===== src/rtl/iir_pkg.sv =====
// Shared types, constants and helpers for the second-order IIR section.
//   sample_t : signed Q1.10 sample (11 bit)
//   coef_t   : signed Q2.10 coefficient (12 bit)
//   prod_t   : signed 23-bit product of one sample and one coefficient
//   acc_t    : signed 26-bit accumulator (headroom for five full-scale products)
//   state_t  : control FSM states
//   sat11    : round-half-up, drop fraction bits, clamp to the sample range
package iir_pkg;

  typedef logic signed [10:0] sample_t;
  typedef logic signed [11:0] coef_t;
  typedef logic signed [22:0] prod_t;
  typedef logic signed [25:0] acc_t;

  localparam int unsigned FRAC  = 10;
  localparam int unsigned NTAPS = 5;
  localparam int unsigned CntW  = 3;

  localparam sample_t SampleMax = 11'sb011_1111_1111;  // +1023
  localparam sample_t SampleMin = 11'sb100_0000_0000;  // -1024

  typedef enum logic [1:0] {
    StIdle,
    StMac,
    StOut
  } state_t;

  // Add half an LSB of the output, arithmetic shift (ties go toward +inf), then clamp.
  function automatic sample_t sat11(input acc_t a);
    acc_t r;
    r = (a + acc_t'(1 << (FRAC - 1))) >>> FRAC;
    if (r > acc_t'(SampleMax)) begin
      return SampleMax;
    end else if (r < acc_t'(SampleMin)) begin
      return SampleMin;
    end else begin
      return sample_t'(r);
    end
  endfunction

endpackage


===== src/rtl/iir_mac.sv =====
// Shared multiply-accumulate datapath for the IIR section.
// One multiplier is time-shared over the five taps; cnt selects the operand pair.
//   clk, rst : clock and synchronous active-high reset
//   clear    : zero the accumulator (start of a new sample)
//   en       : add the selected term into the accumulator
//   cnt      : tap index 0..4 -> b0*x0, b1*x1, b2*x2, -a1*y1, -a2*y2
//   x0..y2   : current sample and delay-line contents
//   acc      : accumulator value
module iir_mac
  import iir_pkg::*;
#(
  parameter coef_t B0 = 12'sd256,
  parameter coef_t B1 = 12'sd512,
  parameter coef_t B2 = 12'sd256,
  parameter coef_t A1 = -12'sd512,
  parameter coef_t A2 = 12'sd128
) (
  input  logic            clk,
  input  logic            rst,
  input  logic            clear,
  input  logic            en,
  input  logic [CntW-1:0] cnt,
  input  sample_t         x0,
  input  sample_t         x1,
  input  sample_t         x2,
  input  sample_t         y1,
  input  sample_t         y2,
  output acc_t            acc
);

  sample_t op_s;
  coef_t   op_c;
  logic    neg;
  prod_t   prod;
  prod_t   term;
  acc_t    acc_d, acc_q;

  // Operand select: feedback taps negate the product, not the coefficient, so that
  // a coefficient of -2048 never needs to be represented as +2048.
  always_comb begin
    op_s = '0;
    op_c = '0;
    neg  = 1'b0;
    case (cnt)
      3'd0: begin op_s = x0; op_c = B0; end
      3'd1: begin op_s = x1; op_c = B1; end
      3'd2: begin op_s = x2; op_c = B2; end
      3'd3: begin op_s = y1; op_c = A1; neg = 1'b1; end
      3'd4: begin op_s = y2; op_c = A2; neg = 1'b1; end
      default: begin
        op_s = '0;
        op_c = '0;
        neg  = 1'b0;
      end
    endcase
  end

  // |product| <= 2^21, so negation cannot overflow the 23-bit product.
  always_comb begin
    prod = prod_t'(op_s) * prod_t'(op_c);
    term = neg ? -prod : prod;
  end

  always_comb begin
    acc_d = acc_q;
    if (clear) begin
      acc_d = '0;
    end else if (en) begin
      acc_d = acc_q + acc_t'(term);
    end
  end

  always_ff @(posedge clk) begin
    if (rst) begin
      acc_q <= '0;
    end else begin
      acc_q <= acc_d;
    end
  end

  assign acc = acc_q;

endmodule


===== src/rtl/iir_section2_mc.sv =====
// Second-order direct-form-I IIR section, multi-cycle: one shared multiplier, five
// MAC cycles per sample, seven cycles per sample in total (IDLE, 5x MAC, OUT).
//   clk      : clock, rising edge
//   rst      : synchronous active-high reset; clears state, delay lines and drop
//   x        : input sample, signed Q1.10
//   x_valid  : x is offered this cycle
//   in_ready : x is accepted this cycle (IDLE and not in reset)
//   y        : output sample, signed Q1.10, held between results
//   y_valid  : one-cycle pulse when y is updated
//   drop     : sticky, set when x_valid arrives while in_ready is low
module iir_section2_mc
  import iir_pkg::*;
#(
  parameter coef_t B0 = 12'sd256,
  parameter coef_t B1 = 12'sd512,
  parameter coef_t B2 = 12'sd256,
  parameter coef_t A1 = -12'sd512,
  parameter coef_t A2 = 12'sd128
) (
  input  logic        clk,
  input  logic        rst,
  input  logic [10:0] x,
  input  logic        x_valid,
  output logic        in_ready,
  output logic [10:0] y,
  output logic        y_valid,
  output logic        drop
);

  state_t          state_d, state_q;
  logic [CntW-1:0] cnt_d, cnt_q;
  sample_t         x0_d, x0_q;
  sample_t         x1_d, x1_q;
  sample_t         x2_d, x2_q;
  sample_t         y1_d, y1_q;
  sample_t         y2_d, y2_q;
  sample_t         y_d, y_q;
  logic            y_valid_d, y_valid_q;
  logic            drop_d, drop_q;

  logic    accept;
  logic    mac_clear;
  logic    mac_en;
  acc_t    acc;
  sample_t yr;

  // FSM: next state
  always_comb begin
    state_d = state_q;
    unique case (state_q)
      StIdle: if (accept) state_d = StMac;
      StMac:  if (cnt_q == CntW'(NTAPS - 1)) state_d = StOut;
      StOut:  state_d = StIdle;
      default: state_d = StIdle;
    endcase
  end

  // FSM: outputs decoded from the current state
  always_comb begin
    in_ready  = (state_q == StIdle) && !rst;
    mac_clear = 1'b0;
    mac_en    = 1'b0;
    unique case (state_q)
      StIdle: mac_clear = 1'b1;
      StMac:  mac_en    = 1'b1;
      StOut:  ;
      default: ;
    endcase
  end

  assign accept = x_valid && in_ready;
  assign yr     = sat11(acc);

  // Datapath next-state: counter, sample/delay registers, output, drop flag
  always_comb begin
    cnt_d     = cnt_q;
    x0_d      = x0_q;
    x1_d      = x1_q;
    x2_d      = x2_q;
    y1_d      = y1_q;
    y2_d      = y2_q;
    y_d       = y_q;
    y_valid_d = 1'b0;
    drop_d    = drop_q || (x_valid && !in_ready);
    unique case (state_q)
      StIdle: begin
        if (accept) begin
          x0_d  = sample_t'(x);
          cnt_d = '0;
        end
      end
      StMac: begin
        cnt_d = (cnt_q == CntW'(NTAPS - 1)) ? '0 : cnt_q + 1'b1;
      end
      StOut: begin
        // Feedback uses the saturated value so a clipped output never wraps.
        y_d       = yr;
        y_valid_d = 1'b1;
        x2_d      = x1_q;
        x1_d      = x0_q;
        y2_d      = y1_q;
        y1_d      = yr;
      end
      default: ;
    endcase
  end

  always_ff @(posedge clk) begin
    if (rst) begin
      state_q   <= StIdle;
      cnt_q     <= '0;
      x0_q      <= '0;
      x1_q      <= '0;
      x2_q      <= '0;
      y1_q      <= '0;
      y2_q      <= '0;
      y_q       <= '0;
      y_valid_q <= 1'b0;
      drop_q    <= 1'b0;
    end else begin
      state_q   <= state_d;
      cnt_q     <= cnt_d;
      x0_q      <= x0_d;
      x1_q      <= x1_d;
      x2_q      <= x2_d;
      y1_q      <= y1_d;
      y2_q      <= y2_d;
      y_q       <= y_d;
      y_valid_q <= y_valid_d;
      drop_q    <= drop_d;
    end
  end

  iir_mac #(
    .B0 (B0),
    .B1 (B1),
    .B2 (B2),
    .A1 (A1),
    .A2 (A2)
  ) u_mac (
    .clk   (clk),
    .rst   (rst),
    .clear (mac_clear),
    .en    (mac_en),
    .cnt   (cnt_q),
    .x0    (x0_q),
    .x1    (x1_q),
    .x2    (x2_q),
    .y1    (y1_q),
    .y2    (y2_q),
    .acc   (acc)
  );

  assign y       = y_q;
  // A pulse landing in a reset cycle is suppressed; the result is being discarded.
  assign y_valid = y_valid_q && !rst;
  assign drop    = drop_q;

endmodule

===== config.mk =====
export PLATFORM = sky130hd
export DESIGN_NAME = iir_section2_mc
export DESIGN_NICKNAME = d
export VERILOG_FILES = /design/src/rtl/iir_pkg.sv /design/src/rtl/iir_mac.sv /design/src/rtl/iir_section2_mc.sv
export SDC_FILE = /design/constraint.sdc
export NUM_CORES = 1
export LEC_CHECK = 0
export BUFFER_PORTS_ARGS = -buffer_cell sky130_fd_sc_hd__buf_2
export CAP_MARGIN = 20
export CORE_ASPECT_RATIO = 0.9
export CORE_MARGIN = 1.5
export CORE_UTILIZATION = 40
export DETAILED_ROUTE_END_ITERATION = 12
export GPL_TIMING_DRIVEN = 0
export PLACE_DENSITY = 0.57
export SLEW_MARGIN = 20
export SYNTH_ARGS = -nofsm -noshare
export SYNTH_HDL_FRONTEND = slang
export SYNTH_HIERARCHICAL = 1
export SYNTH_SLANG_ARGS = --single-unit

===== constraint.sdc =====
create_clock -name clk -period 11.96 [get_ports clk]
set_input_delay 2.99 -clock clk [delete_from_list [all_inputs] [get_ports clk]]
set_output_delay 2.99 -clock clk [all_outputs]
set_load 0.1 [all_outputs]

* Word-level counts from Yosys, hierarchy flattened
Cells that the tools add are included.
** Word-level totals
- Bits in registers :: 88
- Bits of input ports :: 14
** Operators by class
- $add $sub $neg :: 4
- Multipliers :: 1
- Muxes and demuxes :: 15
- Order comparisons :: 2
- Reduce and logical (&&, ||, !) cells :: 16
- Equality and inequality tests :: 8
** Operators by type and width (count)
- one-hot mux 11 bit (5 select lines) :: 1
- one-hot mux 12 bit (4 select lines) :: 1
- adder 26 x 11 -> 26 bit (second input constant) :: 1
- adder 26 x 23 -> 26 bit :: 1
- multiplier 11 x 12 -> 23 bit :: 1
- two-way mux 23 bit :: 1
- negation 23 bit :: 1
- two-way mux 11 bit :: 2
- greater-than comparator 16 x 11 -> 1 bit (second input constant) :: 1
- less-than comparator 16 x 11 -> 1 bit (second input constant) :: 1
- == test 3 x 2 -> 1 bit (second input constant) :: 2
- two-way mux 3 bit :: 2
- one-hot mux 3 bit (2 select lines) :: 1
- AND reduction 2 bit :: 3
- OR reduction 2 bit :: 3
- logical AND 1 bit :: 4
- two-way mux 1 bit :: 4
- two-way mux 2 bit :: 2
- inequality test 2 bit (second input constant) :: 2
- one-hot mux 2 bit (2 select lines) :: 1
- adder 3 x 1 -> 3 bit (second input constant) :: 1
- == test 3 x 1 -> 1 bit (second input constant) :: 1
- == test 3 bit (second input constant) :: 1
- logical NOT 3 bit :: 1
- 6 further kinds :: 7

* Longest topological paths before layout
Gate-level depths: netlist of run 1.
- Depth in word-level cells :: 7
- Mapped depth :: 36

* Cells and area by module
The synthesis of run 1 kept the hierarchy.
** Modules (own cells, without submodules)
- iir_mac :: seq. area each 380.4 µm², times used 1, area an instance 5086.1 µm², cells an instance 614
- iir_section2_mc :: seq. area each 1241.2 µm², times used 1, area an instance 2560.0 µm², cells an instance 323

* Worst setup path before layout of run 1
OpenSTA, ideal clock, no wires.
- Path kind :: reg2reg
- Start point :: register, netlist name y[10]
- End point :: register u_mac.acc_q[25] (netlist: u_mac/acc[25])
- Data required time :: 11893 ps
- Data arrival time :: 8732 ps
- Cell stages (with the launch flop) :: 29
- Path slack :: 3161 ps
- Cells stage by stage :: dfxtp_1 mux4_2 nor2b_1 a21oi_1 fa_1 fa_1 inv_1 fa_1 fa_1 inv_1 fa_1 inv_1 ha_1 and3_1 a221oi_1 xnor2_1 a2111o_1 nor3_4 or3_1 nand2_1 ha_1 a21o_1 a21o_1 a221o_1 o41ai_1 or3b_2 mux2_4 a21o_1 a21oi_2
** RTL lines
- end signal: assignment :: RTL line iir_mac.sv:75 : acc_q <= '0;
- end signal: assignment :: RTL line iir_mac.sv:77 : acc_q <= acc_d;
- end: declaration :: RTL line iir_mac.sv:36 : acc_t acc_d, acc_q;

* Worst setup path in the final report of run 1
- Start point :: register cnt_q[0]
- End point :: register u_mac.acc_q[25] (netlist: u_mac/acc[25])
** Between the ends
- Longest elaborated chain between the ends :: 7
- Elaborated cells between the ends (all ways) :: 14
** Ends and longest elaborated chain
- start: declaration :: RTL line iir_section2_mc.sv:31 : logic [CntW-1:0] cnt_d, cnt_q;
- start signal: assignment :: RTL line iir_section2_mc.sv:122 : cnt_q <= cnt_d;
- == test 3 x 2 -> 1 bit / logical NOT 3 bit (equally long branches) :: RTL line iir_mac.sv:44 : case (cnt)
- OR reduction 2 bit (no source line)
- one-hot mux 12 bit (4 select lines) :: RTL line iir_mac.sv:44
- multiplier 11 x 12 -> 23 bit :: RTL line iir_mac.sv:60 : prod = prod_t'(op_s) * prod_t'(op_c);
- negation 23 bit :: RTL line iir_mac.sv:61 : term = neg ? -prod : prod;
- two-way mux 23 bit * :: RTL line iir_mac.sv:61
- adder 26 x 23 -> 26 bit * :: RTL line iir_mac.sv:69 : acc_d = acc_q + acc_t'(term);
Mark *: on every way between the ends. The rest lies on a longest branch, timed or not.
A chain may end at the register's enable or synchronous reset.

==> flow_metrics.tcl, run 1 <==
set metrics [dict create \
    power_frac_seq_pct 36.9 \
    die_height_um 133.7 \
    port-buffer-count 27 \
    placed_area_um2 8031 \
    cts.hold.buffers_added 0 \
    ant_nets 0 \
    dpl.cell_count 1201 \
    num_rows 47 \
    overflow 0 \
    reg2reg_depth 28 \
    drive_gt1_share_pct 7.312 \
    cpMostUsedCell "fa_1" \
    fin_crit_sh_pct 83.86 \
    die_w_um 148.2 \
    end_kind "flip-flop" \
    hpwl_mm 15.51 \
    drc 0 \
    stdcell_count 1216 \
    cts_tree "done" \
    p_leak_nw 3.754 \
    worst_pin_slew_ps 879.6 \
    hold_viol_final 0 \
    reg2reg_to "u_mac/acc[25]$_SDFFE_PP0P_" \
    via_per_inst 5.098 \
    synth_fp_nets 1065 \
    die-area_um2 19810 \
    grt_max_degree 14 \
    grt_setup_unrepaired "false" \
    insertedDiodeCount 0 \
    cpPeakStageDelay_ps 560 \
    fin_util_pct 45.14 \
    grt_pass1_wl_mm 31.22 \
    timing.rr.start "cnt_q[0]$_SDFFE_PP0P_" \
    htreeDepth 3 \
    design_area_um2 8335 \
    avgSynthCellArea_um2 8.170 \
    power_frac_comb_pct 26.5 \
    syn_inst 929 \
    max-slew-margin-rel_pct 40.94 \
    setup_violations 0 \
    hold_class "flip-flop to flip-flop" \
    fin_setup_tns_ps 0 \
    cp_slowest_cell "fa_1" \
    status "finished, final reports clean" \
    synthToLayoutAreaGrowth_pct 9.825 \
    finalPower_mw 0.7684 \
    yosys_warnings 6 \
    antenna_found_initial 0 \
    grt_usage_pct 20.06 \
    initial_core_util_pct 41.10 \
    synth_area_um2 7590 \
    grt_pass1_vias 5931 \
    path_max_fanout 10 \
    power.switching_mw 0.2438 \
    wl_per_cell_um 15.64 \
    vias 6199 \
    critPathLaunchType "flip-flop" \
    min_period_ps 10030 \
    coreArea_um2 18470 \
    pwr-share-clk_pct 36.6 \
    crit_type "flip-flop to flip-flop" \
    required_ps 12220 \
    dr.pass1.iters 5 \
    min_path_cells 2 \
    swShare_pct 31.72 \
    drtIter0Drc 298 \
    drv_cap 0 \
    hold_start "y2_q[1]$_SDFFE_PP0P_" \
    fmax_mhz 99.70 \
    rrSetupSlack_ps 1930 \
    fin_nets 1103 \
    cts_setup_buffers 0 \
    postRouteWirelength_mm 19.02 \
    clk_latency_ps 340 \
    place_congestion 0.8614 \
    pin_count 28 \
    clk_pin_slew_ps 60 \
    slew_violations 0 \
    max-vdd-ir-drop_mv 0.09482 \
    power_density_nw_per_um2 92.18 \
    arrival_ps 10290 \
    p_int_mw 0.5246 \
    clockBufferDepth 2 \
    fin_worst_skew_ps 7.555 \
    cts_resized 0 \
    cts_buffers 9 \
    cts_root_buffer "clkbuf_16" \
    cts_sinks 81 \
    holdPathEnd "y2_q[1]$_SDFFE_PP0P_" \
]
==> final cells by class <==
type	count	area, µm²
fillers	1906	10130
multi-input cells	698	5400
flip-flops and latches	81	1622
inverters	112	420.4
well taps	245	306.5
clock buffers	11	252.7
plain buffers	38	147.6
repair buffers	27	135.1
clock inverters	4	51.30
==> metal layers <==
layer  part of all wire [%]  GRT usage (%)
met5                      0              0
met4                   0.52          3.520
met3                    3.3          2.568
met2                     42          29.85
met1                     54          31.09
==> worst max path at each step <==
stage | endpoint | cells after the start | start | slack, ps
final | u_mac/acc[25]$_SDFFE_PP0P_ | 28 | cnt_q[0]$_SDFFE_PP0P_ | 1930
after global routing | u_mac/acc[25]$_SDFFE_PP0P_ | 28 | cnt_q[0]$_SDFFE_PP0P_ | 1510
after CTS | u_mac/acc[25]$_SDFFE_PP0P_ | 28 | cnt_q[0]$_SDFFE_PP0P_ | 2070
after detailed placement | u_mac/acc[25]$_SDFFE_PP0P_ | 28 | cnt_q[0]$_SDFFE_PP0P_ | 2130
after global placement | u_mac/acc[25]$_SDFFE_PP0P_ | 28 | cnt_q[0]$_SDFFE_PP0P_ | 2130
after floorplan | u_mac/acc[25]$_SDFFE_PP0P_ | 28 | y[10]$_SDFFE_PP0P_ | 3160
==> power groups by stage <==
stage	Clock, mW	Combinational (mW)	Sequential [mW]
detailed placement	0	0.204	0.289
finish	0.281	0.204	0.283
global placement	0	0.203	0.289
CTS	0.288	0.205	0.283
floorplan	0	0.153	0.288
global route	0.298	0.230	0.284
==> critical path: cells and delay by family, from the launching register on <==
kind            cells  cell delay [ps]
compound gates      9             3100
mux                 2              680
simple gates        4              880
flops               1              550
xor+xnor            2              620
buf+inv             4              640
fa+ha+maj           7             3470
==> layout by cell type, fill, tap and decap left out, types with 3 or more instances in the layout <==
| master | n |
|---|---|
| a21oi_2 | 3 |
| nor2_1 | 68 |
| o21ai_1 | 4 |
| o21ai_0 | 37 |
| a21o_1 | 18 |
| nand3_1 | 17 |
| o31ai_1 | 5 |
| or3_1 | 5 |
| nand4_1 | 4 |
| nand2b_1 | 10 |
| mux2i_1 | 22 |
| and2_1 | 12 |
| clkbuf_1 | 34 |
| a22oi_1 | 3 |
| and3_1 | 13 |
| dfxtp_1 | 81 |
| xor2_1 | 18 |
| a211oi_1 | 11 |
| inv_1 | 111 |
| ha_1 | 58 |
| fa_1 | 64 |
| buf_2 | 28 |
| clkbuf_16 | 9 |
| nand3b_1 | 3 |
| o21a_1 | 4 |
| nand2_1 | 130 |
| mux2_2 | 3 |
| a21oi_1 | 65 |
| xnor2_1 | 37 |
| nor3_1 | 22 |
| nor2b_1 | 11 |
| or2_2 | 5 |
| a31oi_1 | 3 |
| o22ai_1 | 3 |
==> state kept, by name (all words and copies together), names as in the netlist <==
signal and flops:
x2_q 11, cnt_q 3, drop 1, y 11
x0_q 11, state_q 2, u_mac/acc 19, x1_q 11
y2_q 11, y_valid_q 1
==> stage by stage <==
| step | hold slack [ps] | setup WS, ps |
|---|---|---|
| finish | 451.0 | 1930 |
| global route | 470.1 | 1513 |
| CTS | 451.3 | 2070 |
| detailed placement | 443.2 | 2133 |
| global placement | 435.5 | 2133 |
| floorplan | 431.2 | 3161 |
Power figures use the tool's default switching activity.
==> run 2: changes to the inputs <==
- ABC_AREA: unset -> 1
- PLACE_DENSITY: 0.57 -> 0.56
- clock period: 11.96 -> 9.95 ns (I/O delays scaled with it)
==> run 2 against run 1 <==
Against the previous run:
- routed wire length up 7.3%
- cell area grew 4.6%
- first-iteration DRC count rose by 22%
- count of clock-buffer cells in the layout decreased by 1
- clock power rose by 19%
- critical path depth rose by 11
- global-route usage rose by 0.20 points
- die area grew 5.1%
- fmax rose by 22%
- critical path type unchanged
- highest routed layer unchanged
==> flow_metrics.tcl, run 2 <==
set metrics [dict create \
    grt_setup_unrepaired "false" \
    cts_tree "done" \
    slew_violations 0 \
    place_ws_ps 1785 \
    crit_family "adder cells" \
    cpPeakStageDelay_ps 530 \
    grt_usage_pct 20.27 \
    hold_class "flip-flop to flip-flop" \
    hold_start "drop$_SDFF_PP0_" \
    clockBufferDepth 2 \
    cts_sinks 81 \
    synthToLayoutAreaGrowth_pct 9.201 \
    avgSynthCellArea_um2 6.972 \
    num_rows 48 \
    setup_violations 0 \
    hpwl_mm 17.17 \
    grt_pass1_vias 6658 \
    grt_pass1_wl_mm 33.60 \
    fin_crit_sh_pct 82.64 \
    cts_resized 0 \
    drv_cap 0 \
    ant_nets 0 \
    required_ps 10200 \
    status "finished, final reports clean" \
    drive_gt1_share_pct 7.912 \
    seqCellArea_um2 1622 \
    insertedDiodeCount 0 \
    antenna_found_initial 0 \
    htreeDepth 3 \
    cts.hold.buffers_added 0 \
    cts_setup_buffers 0 \
    end_kind "flip-flop" \
    min_period_ps 8222 \
    syn_inst 1145 \
    finalWorstSetupSlack_ps 1728 \
    multiInputGateArea_um2 5413 \
    max-slew-margin-rel_pct 50.86 \
    cp-startpoint "cnt_q[2]$_SDFFE_PP0P_" \
    postRouteWirelength_mm 20.40 \
    critPathLaunchType "flip-flop" \
    cp_num_buf_inv 8 \
    hold_viol_final 0 \
    fmax_mhz 121.6 \
    cpMostUsedCell "nor2_1" \
    clk_pin_slew_ps 70 \
    die_w_um 151.9 \
    initial_core_util_pct 41.28 \
    via_per_inst 4.949 \
    coreArea_um2 19340 \
    final_common_cell "inv_1" \
    final_cell_mix "inv_1, nand2_1, nor2_1" \
    drc 0 \
    synth_area_um2 7983 \
    drtIter0Drc 365 \
    port-buffer-count 27 \
    fin_nets 1319 \
    worst_pin_slew_ps 718.5 \
    path_max_fanout 10 \
    fin_setup_tns_ps 0 \
    wl_per_cell_um 14.18 \
    clk_latency_ps 350 \
    max-vdd-ir-drop_mv 0.08920 \
    place_congestion 0.8303 \
    vias 7116 \
    cts_buffers 9 \
    dr.pass1.iters 4 \
    largest_register_ffs 19 \
    die_height_um 137.0 \
    cp_slowest_cell "fa_1" \
    timing.rr.start "cnt_q[2]$_SDFFE_PP0P_" \
    die-area_um2 20810 \
    overflow 0 \
    yosys_warnings 6 \
    synth_fp_nets 1281 \
    pin_count 28 \
    grt_max_degree 16 \
    arrival_ps 8470 \
    power_density_nw_per_um2 106.6 \
    hold_ws_ps 463.5 \
    cts_root_buffer "clkbuf_16" \
    crit_type "flip-flop to flip-flop" \
    num-fill-cells 2081 \
    p_leak_nw 4.380 \
    fin_util_pct 45.08 \
    fin_worst_skew_ps 15.22 \
]
==> run 2: cell type report <==
cell class | instances | share of cell area [%]
plain buffers | 28 | 1.364
clock buffers | 10 | 2.741
clock inverters | 6 | 0.5454
inverters | 221 | 9.516
multi-input cells | 815 | 62.09
flip-flops and latches | 81 | 18.60
well taps | 250 | 3.588
repair buffers | 27 | 1.550
==> run 2: per-stage QoR <==
step           area [µm²]  power (mW)  std cells
5_1_grt              8717      0.9822       1438
6_report             8717      0.9296       1438
4_1_cts              8717      0.9393       1438
3_3_place_gp         8431      0.6038       1422
3_5_place_dp         8431      0.6047       1422
2_1_floorplan        7983      0.5424       1145
==> run 2: final timing paths <==
| kind | to | slack, ps | depth (start not counted) |
|---|---|---|---|
| max | u_mac/acc[25]$_SDFFE_PP0P_ | 1730 | 39 |
| min | drop$_SDFF_PP0_ | 460 | 2 |
| min reg2reg | drop$_SDFF_PP0_ | 460 | 2 |
| max reg2reg | u_mac/acc[25]$_SDFFE_PP0P_ | 1730 | 39 |
==> run 2: power by group <==
part | internal, mW | total [mW] | switching, mW
Clock | 0.180 | 0.333 | 0.153
Combinational | 0.0872 | 0.254 | 0.167
Sequential | 0.332 | 0.343 | 0.0107
==> run 2: per-layer routing <==
metal | up-vias | share of wire (%) | global-route usage (%) | wire length (µm)
met5 | - | 0 | 0 | 0
met4 | 0 | 0.90 | 4.207 | 184
met3 | 14 | 3.8 | 2.533 | 769
met2 | 105 | 43 | 31.42 | 8795
met1 | 3340 | 52 | 30.09 | 10650
li1 | 3657 | - | - | -
==> run 2: worst reg2reg max path, delay by kind of cell, from the launching register on <==
kind	cells	cell delay (ps)
adder cells (fa/ha/maj)	7	3170
AND/OR/NAND/NOR	19	2600
flip-flops	1	410
buffers and inverters	8	1130
AO/OA/AOI/OAI	5	810
